File: src/rtl/xil_mem_arb_pkg.sv
// Shared constants and state encoding for the block-memory port arbiters.
package xil_mem_arb_pkg;

  localparam int unsigned MEM_AW = 9;
  localparam int unsigned MEM_DW = 16;
  localparam int unsigned MEM_BW = 2;

  typedef enum logic {
    ARB_IDLE   = 1'b0,
    ARB_LOCKED = 1'b1
  } arb_state_e;

endpackage

File: src/rtl/xil_mem_rr_pick.sv
// Combinational rotating-priority picker: the first requester at or after ptr
// (modulo NREQ) gets a one-hot grant.
module xil_mem_rr_pick #(
  parameter int unsigned NREQ = 4,
  localparam int unsigned PW  = (NREQ > 1) ? $clog2(NREQ) : 1
) (
  input  logic [NREQ-1:0] req,
  input  logic [PW-1:0]   ptr,
  output logic [NREQ-1:0] gnt
);

  int unsigned idx;
  logic        found;

  // Scan from ptr upwards with wrap-around; first active request wins.
  always_comb begin
    gnt   = '0;
    found = 1'b0;
    idx   = 0;
    for (int unsigned i = 0; i < NREQ; i++) begin
      idx = int'(ptr) + i;
      if (idx >= NREQ) idx = idx - NREQ;
      if (!found && req[idx]) begin
        gnt[idx] = 1'b1;
        found    = 1'b1;
      end
    end
  end

endmodule

File: src/rtl/xil_mem_dp_arb.sv
// Round-robin arbiter sharing one port of the 512x16 dual-port block memory
// among NREQ requesters, with bounded burst locking and 1-cycle read return.
// Optional feature macro: XIL_MEM_ARB_STATS_EN adds per-requester wait counters.
module xil_mem_dp_arb
  import xil_mem_arb_pkg::*;
#(
  parameter int unsigned NREQ      = 4,
  parameter int unsigned MAX_BURST = 8
) (
  input  logic                     clk,
  input  logic                     rst_n,
  input  logic [NREQ-1:0]          i_req,
  input  logic [NREQ-1:0]          i_lock,
  input  logic [MEM_BW*NREQ-1:0]   i_wen,
  input  logic [MEM_AW*NREQ-1:0]   i_adr,
  input  logic [MEM_DW*NREQ-1:0]   i_wdata,
  output logic [NREQ-1:0]          o_gnt,
  output logic [NREQ-1:0]          o_rvalid,
  output logic [MEM_DW-1:0]        o_rdata,
  output logic                     o_mem_en,
  output logic [MEM_BW-1:0]        o_mem_wen,
  output logic [MEM_AW-1:0]        o_mem_adr,
  output logic [MEM_DW-1:0]        o_mem_wdata,
`ifdef XIL_MEM_ARB_STATS_EN
  output logic [16*NREQ-1:0]       o_wait_cnt,
`endif
  input  logic [MEM_DW-1:0]        i_mem_rdata
);

  localparam int unsigned PW = $clog2(NREQ);

  arb_state_e      state_q, state_d;
  logic [PW-1:0]   ptr_q, ptr_d;
  logic [PW-1:0]   owner_q, owner_d;
  logic [7:0]      burst_q, burst_d;
  logic [NREQ-1:0] rvalid_q;

  logic            released;
  logic            exclusive;
  logic [PW-1:0]   owner_next;
  logic [PW-1:0]   pick_ptr;
  logic [NREQ-1:0] pick_gnt;
  logic [NREQ-1:0] gnt;

  function automatic logic [PW-1:0] inc_wrap(input logic [PW-1:0] v);
    return (v == PW'(NREQ - 1)) ? '0 : v + PW'(1);
  endfunction

  // A lock ends when the owner stops requesting or its burst budget is spent;
  // that cycle arbitrates normally with the owner at lowest priority.
  always_comb begin
    owner_next = inc_wrap(owner_q);
    released   = (state_q == ARB_LOCKED) &&
                 (!i_req[owner_q] || (burst_q >= 8'(MAX_BURST)));
    exclusive  = (state_q == ARB_LOCKED) && !released;
    pick_ptr   = released ? owner_next : ptr_q;
  end

  xil_mem_rr_pick #(
    .NREQ (NREQ)
  ) u_pick (
    .req (i_req),
    .ptr (pick_ptr),
    .gnt (pick_gnt)
  );

  // Grant selection and next-state for pointer and lock FSM.
  always_comb begin
    state_d = state_q;
    ptr_d   = ptr_q;
    owner_d = owner_q;
    burst_d = burst_q;
    gnt     = '0;
    if (exclusive) begin
      gnt[owner_q] = 1'b1;
      burst_d      = burst_q + 8'd1;
      if (!i_lock[owner_q]) begin
        state_d = ARB_IDLE;
        ptr_d   = owner_next;
      end
    end else begin
      gnt     = pick_gnt;
      state_d = ARB_IDLE;
      ptr_d   = pick_ptr;
      for (int unsigned k = 0; k < NREQ; k++) begin
        if (pick_gnt[k]) begin
          if (i_lock[k]) begin
            state_d = ARB_LOCKED;
            owner_d = PW'(k);
            burst_d = 8'd1;
          end else begin
            ptr_d = inc_wrap(PW'(k));
          end
        end
      end
    end
  end

  // Outputs are forced quiet while reset is asserted.
  always_comb begin
    o_gnt       = rst_n ? gnt : '0;
    o_mem_en    = |o_gnt;
    o_mem_wen   = '0;
    o_mem_adr   = '0;
    o_mem_wdata = '0;
    for (int unsigned k = 0; k < NREQ; k++) begin
      if (o_gnt[k]) begin
        o_mem_wen   = i_wen[MEM_BW*k +: MEM_BW];
        o_mem_adr   = i_adr[MEM_AW*k +: MEM_AW];
        o_mem_wdata = i_wdata[MEM_DW*k +: MEM_DW];
      end
    end
    o_rvalid = rvalid_q;
    o_rdata  = i_mem_rdata;
  end

  // Arbiter state and read-return strobe.
  always_ff @(posedge clk or negedge rst_n) begin
    if (!rst_n) begin
      state_q  <= ARB_IDLE;
      ptr_q    <= '0;
      owner_q  <= '0;
      burst_q  <= '0;
      rvalid_q <= '0;
    end else begin
      state_q <= state_d;
      ptr_q   <= ptr_d;
      owner_q <= owner_d;
      burst_q <= burst_d;
      for (int unsigned k = 0; k < NREQ; k++) begin
        rvalid_q[k] <= o_gnt[k] & (i_wen[MEM_BW*k +: MEM_BW] == '0);
      end
    end
  end

`ifdef XIL_MEM_ARB_STATS_EN
  logic [NREQ-1:0][15:0] wait_q;

  // Saturating per-requester count of cycles spent requesting without a grant.
  always_ff @(posedge clk or negedge rst_n) begin
    if (!rst_n) begin
      wait_q <= '0;
    end else begin
      for (int unsigned k = 0; k < NREQ; k++) begin
        if (i_req[k] && !o_gnt[k] && (wait_q[k] != 16'hFFFF)) begin
          wait_q[k] <= wait_q[k] + 16'd1;
        end
      end
    end
  end

  assign o_wait_cnt = wait_q;
`endif

endmodule

File: config.mk
export PLATFORM = sky130hd
export DESIGN_NAME = xil_mem_dp_arb
export DESIGN_NICKNAME = d
export VERILOG_FILES = /design/src/rtl/xil_mem_arb_pkg.sv /design/src/rtl/xil_mem_rr_pick.sv /design/src/rtl/xil_mem_dp_arb.sv
export SDC_FILE = /design/constraint.sdc
export NUM_CORES = 1
export LEC_CHECK = 0
export CAP_MARGIN = 25
export CORE_ASPECT_RATIO = 1.1
export CORE_MARGIN = 8
export CORE_UTILIZATION = 38
export DETAILED_ROUTE_END_ITERATION = 16
export HOLD_SLACK_MARGIN = 0.05
export PLACE_DENSITY = 0.89
export SYNTH_ARGS = -nofsm -noshare
export SYNTH_HDL_FRONTEND = slang
export SYNTH_HIERARCHICAL = 1
export SYNTH_SLANG_ARGS = --single-unit
File: constraint.sdc
create_clock -name clk -period 9.7 [get_ports clk]
set_clock_uncertainty 0.15 [all_clocks]
set_input_delay 1.94 -clock clk [delete_from_list [all_inputs] [get_ports clk]]
set_output_delay 1.94 -clock clk [all_outputs]
set_load 0.01 [all_outputs]
---- Yosys cells after proc, flatten, opt, wreduce, memory -nomap -nowiden ----
Index checks and enable logic that the tools add are counted.
operators by class
  $add $sub $neg .......................... 9
  magnitude comparators ................... 15
  equality and inequality tests ........... 2
  multiplexer cells ....................... 86
  bitwise gates (word level) .............. 7
  reductions and logical operators ........ 21
operators by type and width
  operator               number
  $ge 32x1->1 const B    4
  $lt 32x3->1 const B    4
  $mux 32                4
  $ge 32x3->1 const B    3
  $sub 32x3->32 const B  3
  $mux 8                 9
  $mux 16                4
  $mux 2                 24
  $mux 9                 4
  $mux 1                 24
  $mux 4                 6
  $bmux 1 s2             6
  $or 4x4->4             3
  $demux 1 s2            5
  $logic_and 1x1->1      10
  $add 8x1->8 const B    1
  $ge 8x4->1 const B     1
  $logic_not 2->1        4
  $add 2x2->3 const B    2
  $logic_not 1->1        5
  $and 1x1->1            4
  $reduce_or 4->1        1
  $sub 2x3->4 const B    1
  $add 2x1->3 const B    1
  other kinds (7)        7
storage, ports and cells
  flip-flop bits (word level) ............. 17
  input bits .............................. 134
  output and inout port bits .............. 52
  logic and storage cells ................. 145

---- Logic depth before layout (Yosys ltp) ----
Gate-level depths: netlist of run 1.
  depth after elaboration ................. 28
  gate-level depth with buffers ........... 16
  depth with buffers taken out ............ 15

---- By module ----
Netlist of run 1, hierarchy kept.
modules (own cells, without submodules)
  module           times used  cells each  area each (µm²)  sequential area each (µm²)
  xil_mem_dp_arb   1           252         2,125.8          425.4
  xil_mem_rr_pick  1           38          357.8            0.0

---- Least setup slack after synthesis of run 1 ----
OpenSTA, ideal clock, no wires.
  kind .................................... input -> output
  from .................................... input port i_req[3]
  to ...................................... output port o_mem_wdata[12]
  arrival time ............................ 5.501 ns
  data required time ...................... 7.610 ns
  setup slack ............................. 2.109 ns
  cell stages on the path ................. 14
  path buffers ............................ 1
  path through ............................ mux4_2 -> a31oi_1 -> mux2_2 -> inv_1 -> ha_1 -> mux4_2 -> nor4b_4 -> nand2_1 -> o211ai_1 -> o21ai_0 -> mux2i_2 -> buf_2 -> a221oi_1 -> a211oi_2
on the way
  elaborated cells between the ends (all ways) .. 73
  those cells by class .................... add/sub (7); order compare (12); mux (36); bitwise (3); reduce/logical (15)
RTL lines
  item                                                                    line                   text
  start, declared                                                         xil_mem_dp_arb.sv:12   input logic [NREQ-1:0] i_req,
  $bmux 1 s2 (*)                                                          xil_mem_dp_arb.sv:54   (!i_req[owner_q] || (burst_q >= 8'(MAX_BURST)));
  $mux 1 (not written as such) (*)                                        xil_mem_dp_arb.sv:54
  $logic_not 1->1 (*)                                                     xil_mem_dp_arb.sv:54
  $logic_or 1x1->1 (*)                                                    xil_mem_dp_arb.sv:54
  $logic_and 1x1->1 (*)                                                   xil_mem_dp_arb.sv:53   released = (state_q == ARB_LOCKED) &&
  $mux 2 (*)                                                              xil_mem_dp_arb.sv:56   pick_ptr = released ? owner_next : ptr_q;
  via pick_ptr[0]                                                         xil_mem_dp_arb.sv:41   logic [PW-1:0] pick_ptr;
  parallel branches: the longest is 13 deep, another holds $sub 32x3->32  n/a
  $mux 4 (*)                                                              xil_mem_rr_pick.sv:23  if (!found && req[idx]) begin
  via pick_gnt[3]                                                         xil_mem_dp_arb.sv:42   logic [NREQ-1:0] pick_gnt;
  $mux 4 (*)                                                              xil_mem_dp_arb.sv:74   if (exclusive) begin
  $mux 4 (*)                                                              xil_mem_dp_arb.sv:101  o_gnt = rst_n ? gnt : '0;
  $mux 16 (*)                                                             xil_mem_dp_arb.sv:107  if (o_gnt[k]) begin
  end, declared                                                           xil_mem_dp_arb.sv:23   output logic [MEM_DW-1:0] o_mem_wdata,
Mark *: on every way through the listed nets, which the timed path passes. The select of a mux whose other input is x is not followed.

---- Worst setup path after layout of run 1 ----
  from .................................... input port i_req[3]
  to ...................................... output port o_mem_wdata[1]
Same word-level chain as after synthesis.

==> results of run 1 <==
layout by cell type, fill, tap and decap left out, drive strengths merged, types with 2 or more instances in the layout:
| master | netlist | final |
|---|---|---|
| and2 | 2 | 2 |
| mux2 | 4 | 4 |
| o211ai | 4 | 4 |
| nand2 | 21 | 21 |
| nand2b | 2 | 2 |
| nor3 | 5 | 5 |
| a211oi | 27 | 27 |
| ha | 14 | 14 |
| buf | 34 | 4 |
| nor2 | 60 | 60 |
| inv | 18 | 18 |
| a22oi | 2 | 2 |
| clkbuf | 2 | 3 |
| mux2i | 5 | 5 |
| o21ai | 8 | 8 |
| a221oi | 28 | 28 |
| nand3b | 3 | 3 |
| dfrtp | 17 | 17 |
| mux4 | 6 | 6 |
| a21oi | 8 | 8 |
| and3 | 2 | 2 |
| nor3b | 5 | 5 |
| a31oi | 2 | 2 |
| clkdlybuf4s50 | 0 | 153 |
layout make-up:
type / count / area [um2] / share of cell area
multi-input cells: 219 / 1740 / 0.439
repair buffers: 157 / 1580 / 0.399
flip-flops and latches: 17 / 425 / 0.107
well taps: 82 / 103 / 0.0259
inverters: 18 / 67.6 / 0.0171
clock buffers: 3 / 41.3 / 0.0104
clock inverters: 1 / 5.00 / 0.00126
state kept, by name (all words and copies together) (netlist names):
name,count
burst_q,8
o_rvalid,4
owner_q,2
ptr_q,2
state_q,1
logic make-up after synthesis:
logic type               count (synthesis)  share of synthesized area
multiplexers                            15                      0.107
AND/OR/NAND/NOR                        106                      0.199
buffers and inverters                   54                      0.138
AO/OA/AOI/OAI                           84                      0.314
flip-flops                              17                      0.171
adder cells (fa/ha/maj)                 14                     0.0705
worst max-delay path by stage:
stage / endpoint / cells after the start / startpoint
floorplan: o_mem_wdata[12] / 14 / i_req[3]
global placement: o_mem_wdata[15] / 16 / i_req[3]
detailed placement: o_mem_wdata[1] / 16 / i_req[3]
CTS: o_mem_wdata[1] / 16 / i_req[3]
global route: o_mem_wdata[1] / 17 / i_req[3]
finish: o_mem_wdata[1] / 16 / i_req[3]
power by group:
group / switching [uW] / internal [uW]
sequential: 21.9 / 93.9
combinational: 857 / 797
clock: 23.7 / 28.5
total: 902 / 920
worst reg2reg max path, cell delays in order, from the launching register on:
cell      delay [ns]
dfrtp_1         0.53
mux4_2          0.59
a31oi_1         0.30
mux2_2          0.49
inv_1           0.16
ha_1            0.27
mux4_2          0.37
nor4b_4         0.36
nand2_1         0.09
o211ai_1        0.20
nand2_1         0.15
mux2i_4         0.54
nor3b_1         0.27
routing by layer:
layer,vias up,track usage,wire length (um)
met5,-,0,0
met4,0,0.0596,265
met3,25,0.0656,948
met2,162,0.349,4830
met1,1283,0.228,4000
li1,1308,-,-
synth_stat cells, types with 4 or more instances:
library cell and count:
inv_1 18, ha_1 14, a21oi_1 8, nor2_1 60, dfrtp_1 17, a221oi_1 25
nor3b_1 5, o211ai_1 4, a211oi_2 27, o21ai_0 8, buf_4 19, buf_6 8
nand2_1 21, buf_2 7, nor3_1 5
through the flow:
step / utilization / hold slack (ns) / setup slack [ns]
after floorplan: - / 0.301 / 2.11
after global placement: 0.604 / 0.324 / 0.715
after detailed placement: 0.604 / 0.332 / 0.488
after CTS: 0.611 / 0.351 / 0.487
after global routing: 0.615 / 0.364 / 0.194
final: 0.615 / 0.343 / 0.525
==> flow_summary.ini, run 1 <==
[status]
run_status = finished, final reports clean

[timing]
grt_setup_unrepaired = false
setup_viol = 0
slew_headroom = 0.533
worst_margin_pin_slew_ns = 0.700
timing.final.max_slew_violations = 0
report.final.hold_viol_count = 0
period_share = 0.946
period_minus_slack_ns = 9.17
fin_tns_setup_ns = 0
fmax_ghz = 0.109

[global_routing]
globalRouteTotalUtil = 0.201
largest_net_degree_at_the_start_of_global_routing = 57
initial_antenna_violation_count = 0
grt.overflow.total = 0
grt_first_pass_wirelength_mm = 15.2
grt_pass1_vias = 2795

[setup_path]
rr_endpoint = o_rvalid[1]
setup.worst_path.end_class = output pin
timing.critical_path.arrival_ns = 7.08
crit_path_max_incr_delay_ns = 0.58
reg2reg_depth = 12
reg2reg_from = owner_q[0]
critical_path.startpoint_type = input pin
critical_path_peak_fanout = 18
worstPathBufferInverterCount = 4
critical_path_class = input pin to output pin
critical_path_required_ns = 7.61
critical-path-slowest-cell = clkdlybuf4s50_1
critical_path.top_delay_family = multiplexers
critical_path.cell_chain = clkdlybuf4s50_1 > mux4_2 > a31oi_1 > mux2_2 > inv_1 > ha_1 > mux4_2 > nor4b_4 > nand2_1 > o211ai_1 > o21ai_0 > mux2i_4 > buf_4 > a221oi_1 > a211oi_2 > clkdlybuf4s50_1
ff2ff_setup_slack_ns = 5.14

[cts]
clock_input_transition_at_the_sequential_cells_of_the_worst_setup_and_hold_paths_ns = 0.06
worstSkewPairLatency_ns = 0.25
postCtsResizedCells = 0
htree_num_levels = 1
hold_buffers = 0
tritoncts = done
cts.repair_timing.setup_buffer_count = 0
longest_clk_path_bufs = 2
tritoncts.num_buffers = 3
clock_tree.root_cell = clkbuf_8
clock_sink_count = 17

[floorplan]
design.core.area_um2 = 6440
floorplan.die.height_um = 101
die_area_um2 = 9380
rows = 31
initial_core_util = 0.386
num_io_pins = 186
die_w_um = 93.1

[layout]
finalInstanceArea_um2 = 3960
count_of_antenna_diodes_in_the_layout = 0
finalNetCount = 564
fill_cells = 548
area_growth_pct = 59.4
final_layout_size_suffix_gt1_frac = 0.123
instances_no_fill = 497

[logic_synthesis]
ys_async_sr_fraction = 1.00
post_synth_num_cell_types = 41
ys_top_cells_by_area = dfrtp_1 (17%), a211oi_2 (14%), nor2_1 (9.1%), a221oi_1 (8.8%), ha_1 (7.1%)
synth_top_cell_area_share = 0.171
ys_seq_elements = 17
postSynthCellCount = 290
synth_area_um2 = 2480
postSynthNetCount = 438
yosysWarningCount = 6
synth_enable_flop_cells = 0
synth_sequential_area_ratio = 0.171
synth_top_flop_cell = dfrtp_1
synth_top_cell_by_area = dfrtp_1
post_synthesis_area_per_instance_um2 = 8.56

[power_and_ir_drop]
static-leakage-power_uw = 0.00154
vdd_ir_drop_max_mv = 0.286
post-layout-total-power_uw = 1820
powerDensity_nw_per_um2 = 460

[detailed_routing]
route.vias.total = 2778
finalWirelength_mm = 10.0
postRouteAntennaNets = 0
first_pass_iters = 4
remaining_drc_errors = 0
via_per_inst = 5.59
wire_length_per_cell_after_detailed_routing_um = 20.2
detailedRoute.firstIterationViolations = 155

[hold_path]
number_of_cells_on_the_worst_hold_path = 1
holdPathEnd = burst_q[4]
critical_hold_path_startpoint = burst_q[4]
holdCritPathClass = flip-flop to flip-flop

[place]
dpl.cell_count = 492
gp_congestion = 0.902
detailed_place.area_um2 = 3890
io_buffers = 153
post_dp_hpwl_mm = 8.38

[job]
maxCapViolCount = 0
No activity file was read; power rests on OpenSTA's default activity.
==> inputs of run 2 (changes only) <==
Settings changed: MAX_ROUTING_LAYER from default to met4.
==> run 2 against run 1 <==
  * Critical path depth did not move
  * Wire length shrank 0.14%
  * Sequential power is essentially flat
  * Largest cell class unchanged
==> flow_summary.ini, run 2 (synthesis results as in run 1) <==
[timing]
fmax_ghz = 0.109
worst_margin_pin_slew_ns = 0.714
timing.final.max_slew_violations = 0
report.final.hold_viol_count = 0
period_share = 0.945
postLayoutSetupSlackWorst_ns = 0.533
setup_viol = 0
slew_headroom = 0.524
period_minus_slack_ns = 9.17
fin_tns_setup_ns = 0
grt_setup_unrepaired = false

[layout]
final_layout_size_suffix_gt1_frac = 0.123
most-common-layout-cells = clkdlybuf4s50_1 (153), nor2_1 (60), a211oi_2 (27), a221oi_1 (25), nand2_1 (21)
storage_element_area_um2 = 425
fill_cells = 548
largest_reg_flops = 8
finalInstanceArea_um2 = 3960
finalNetCount = 564
multiInputGateArea_um2 = 1740
count_of_antenna_diodes_in_the_layout = 0
max_flop_register = burst_q
instances_no_fill = 497
post-route-util = 0.615
layout_commonest_cell = clkdlybuf4s50_1
area_growth_pct = 59.4

[setup_path]
critical_path_peak_fanout = 18
timing.critical_path.arrival_ns = 7.08
crit_path_max_incr_delay_ns = 0.58
critical_path_class = input pin to output pin
critical-path-slowest-cell = clkdlybuf4s50_1
reg2reg_from = owner_q[0]
crit_start = i_req[3]
setup.worst_path.end_class = output pin
critical_path.cell_chain = clkdlybuf4s50_1 > mux4_2 > a31oi_1 > mux2_2 > inv_1 > ha_1 > mux4_2 > nor4b_4 > nand2_1 > o211ai_1 > o21ai_0 > mux2i_4 > buf_4 > a221oi_1 > a211oi_2 > clkdlybuf4s50_1
critical_path_required_ns = 7.61
critical_path.startpoint_type = input pin

[cts]
tritoncts.num_buffers = 3
postCtsResizedCells = 0
clock_tree.root_cell = clkbuf_8
hold_buffers = 0
worstSkewPairLatency_ns = 0.25
tritoncts = done
longest_clk_path_bufs = 2
htree_num_levels = 1
clock_sink_count = 17
clock_input_transition_at_the_sequential_cells_of_the_worst_setup_and_hold_paths_ns = 0.06
cts.repair_timing.setup_buffer_count = 0

[hold_path]
critical_hold_path_startpoint = burst_q[4]
holdCritPathClass = flip-flop to flip-flop

[detailed_routing]
first_pass_iters = 5
wire_length_per_cell_after_detailed_routing_um = 20.2
detailedRoute.firstIterationViolations = 137
via_per_inst = 5.57
postRouteAntennaNets = 0
route.vias.total = 2769
finalWirelength_mm = 10.0
remaining_drc_errors = 0

[place]
dpl.cell_count = 492
detailed_place.area_um2 = 3890
io_buffers = 153
post_dp_hpwl_mm = 8.38
post-place-ws_ns = 0.488
gp_congestion = 0.918

[floorplan]
num_io_pins = 186
die_area_um2 = 9380
die_w_um = 93.1
rows = 31
initial_core_util = 0.386
design.core.area_um2 = 6440
floorplan.die.height_um = 101

[job]
maxCapViolCount = 0

[global_routing]
globalRouteTotalUtil = 0.207
largest_net_degree_at_the_start_of_global_routing = 57
grt.overflow.total = 0
grt_first_pass_wirelength_mm = 15.2
initial_antenna_violation_count = 0
grt_pass1_vias = 2790

[power_and_ir_drop]
powerDensity_nw_per_um2 = 461
vdd_ir_drop_max_mv = 0.286
static-leakage-power_uw = 0.00154

[status]
run_status = finished, final reports clean
run 2: layout make-up:
cell class | instances | area share
Tap cell | 82 | 0.0259
Clock inverter | 1 | 0.00126
Sequential cell | 17 | 0.107
Inverter | 18 | 0.0171
Clock buffer | 3 | 0.0104
Timing Repair Buffer | 157 | 0.399
Multi-Input combinational cell | 219 | 0.439
run 2: power breakdown:
group / internal (uW) / switching (uW)
sequential: 93.9 / 21.8
combinational: 797 / 860
clock: 28.5 / 23.5
run 2: per-layer routing:
| layer | vias to the layer above | wire [um] | track usage |
|---|---|---|---|
| met4 | 0 | 272 | 0.0558 |
| met2 | 150 | 4860 | 0.351 |
| met1 | 1288 | 3950 | 0.230 |
| met3 | 23 | 949 | 0.0641 |
| li1 | 1308 | - | - |
| met5 | - | 0 | - |
run 2: worst paths after layout:
path	to	depth (start not counted)	slack, ns
hold / removal	burst_q[4]	1	0.34
setup / recovery	o_mem_wdata[2]	16	0.53
max in group asynchronous	owner_q[0]	2	7.15
min in group asynchronous	burst_q[4]	1	1.84
hold reg to reg	burst_q[4]	1	0.34
setup reg to reg	o_rvalid[1]	12	5.15
run 2: critical path: cells and delay by family:
family / cells / cell delay (ns)
and+or+nand+nor: 2 / 0.46
AOI/OAI and AO/OA: 5 / 0.98
buffers and inverters: 4 / 1.49
adders and majority gates: 1 / 0.27
muxes: 4 / 1.92
run 2: metrics by stage:
stage | hold slack [ns] | power [uW]
after CTS | 0.351 | 1830
after detailed placement | 0.332 | 1770
after global routing | 0.364 | 1960
after global placement | 0.324 | 1730
after floorplan | 0.301 | 1150
final | 0.344 | 1820
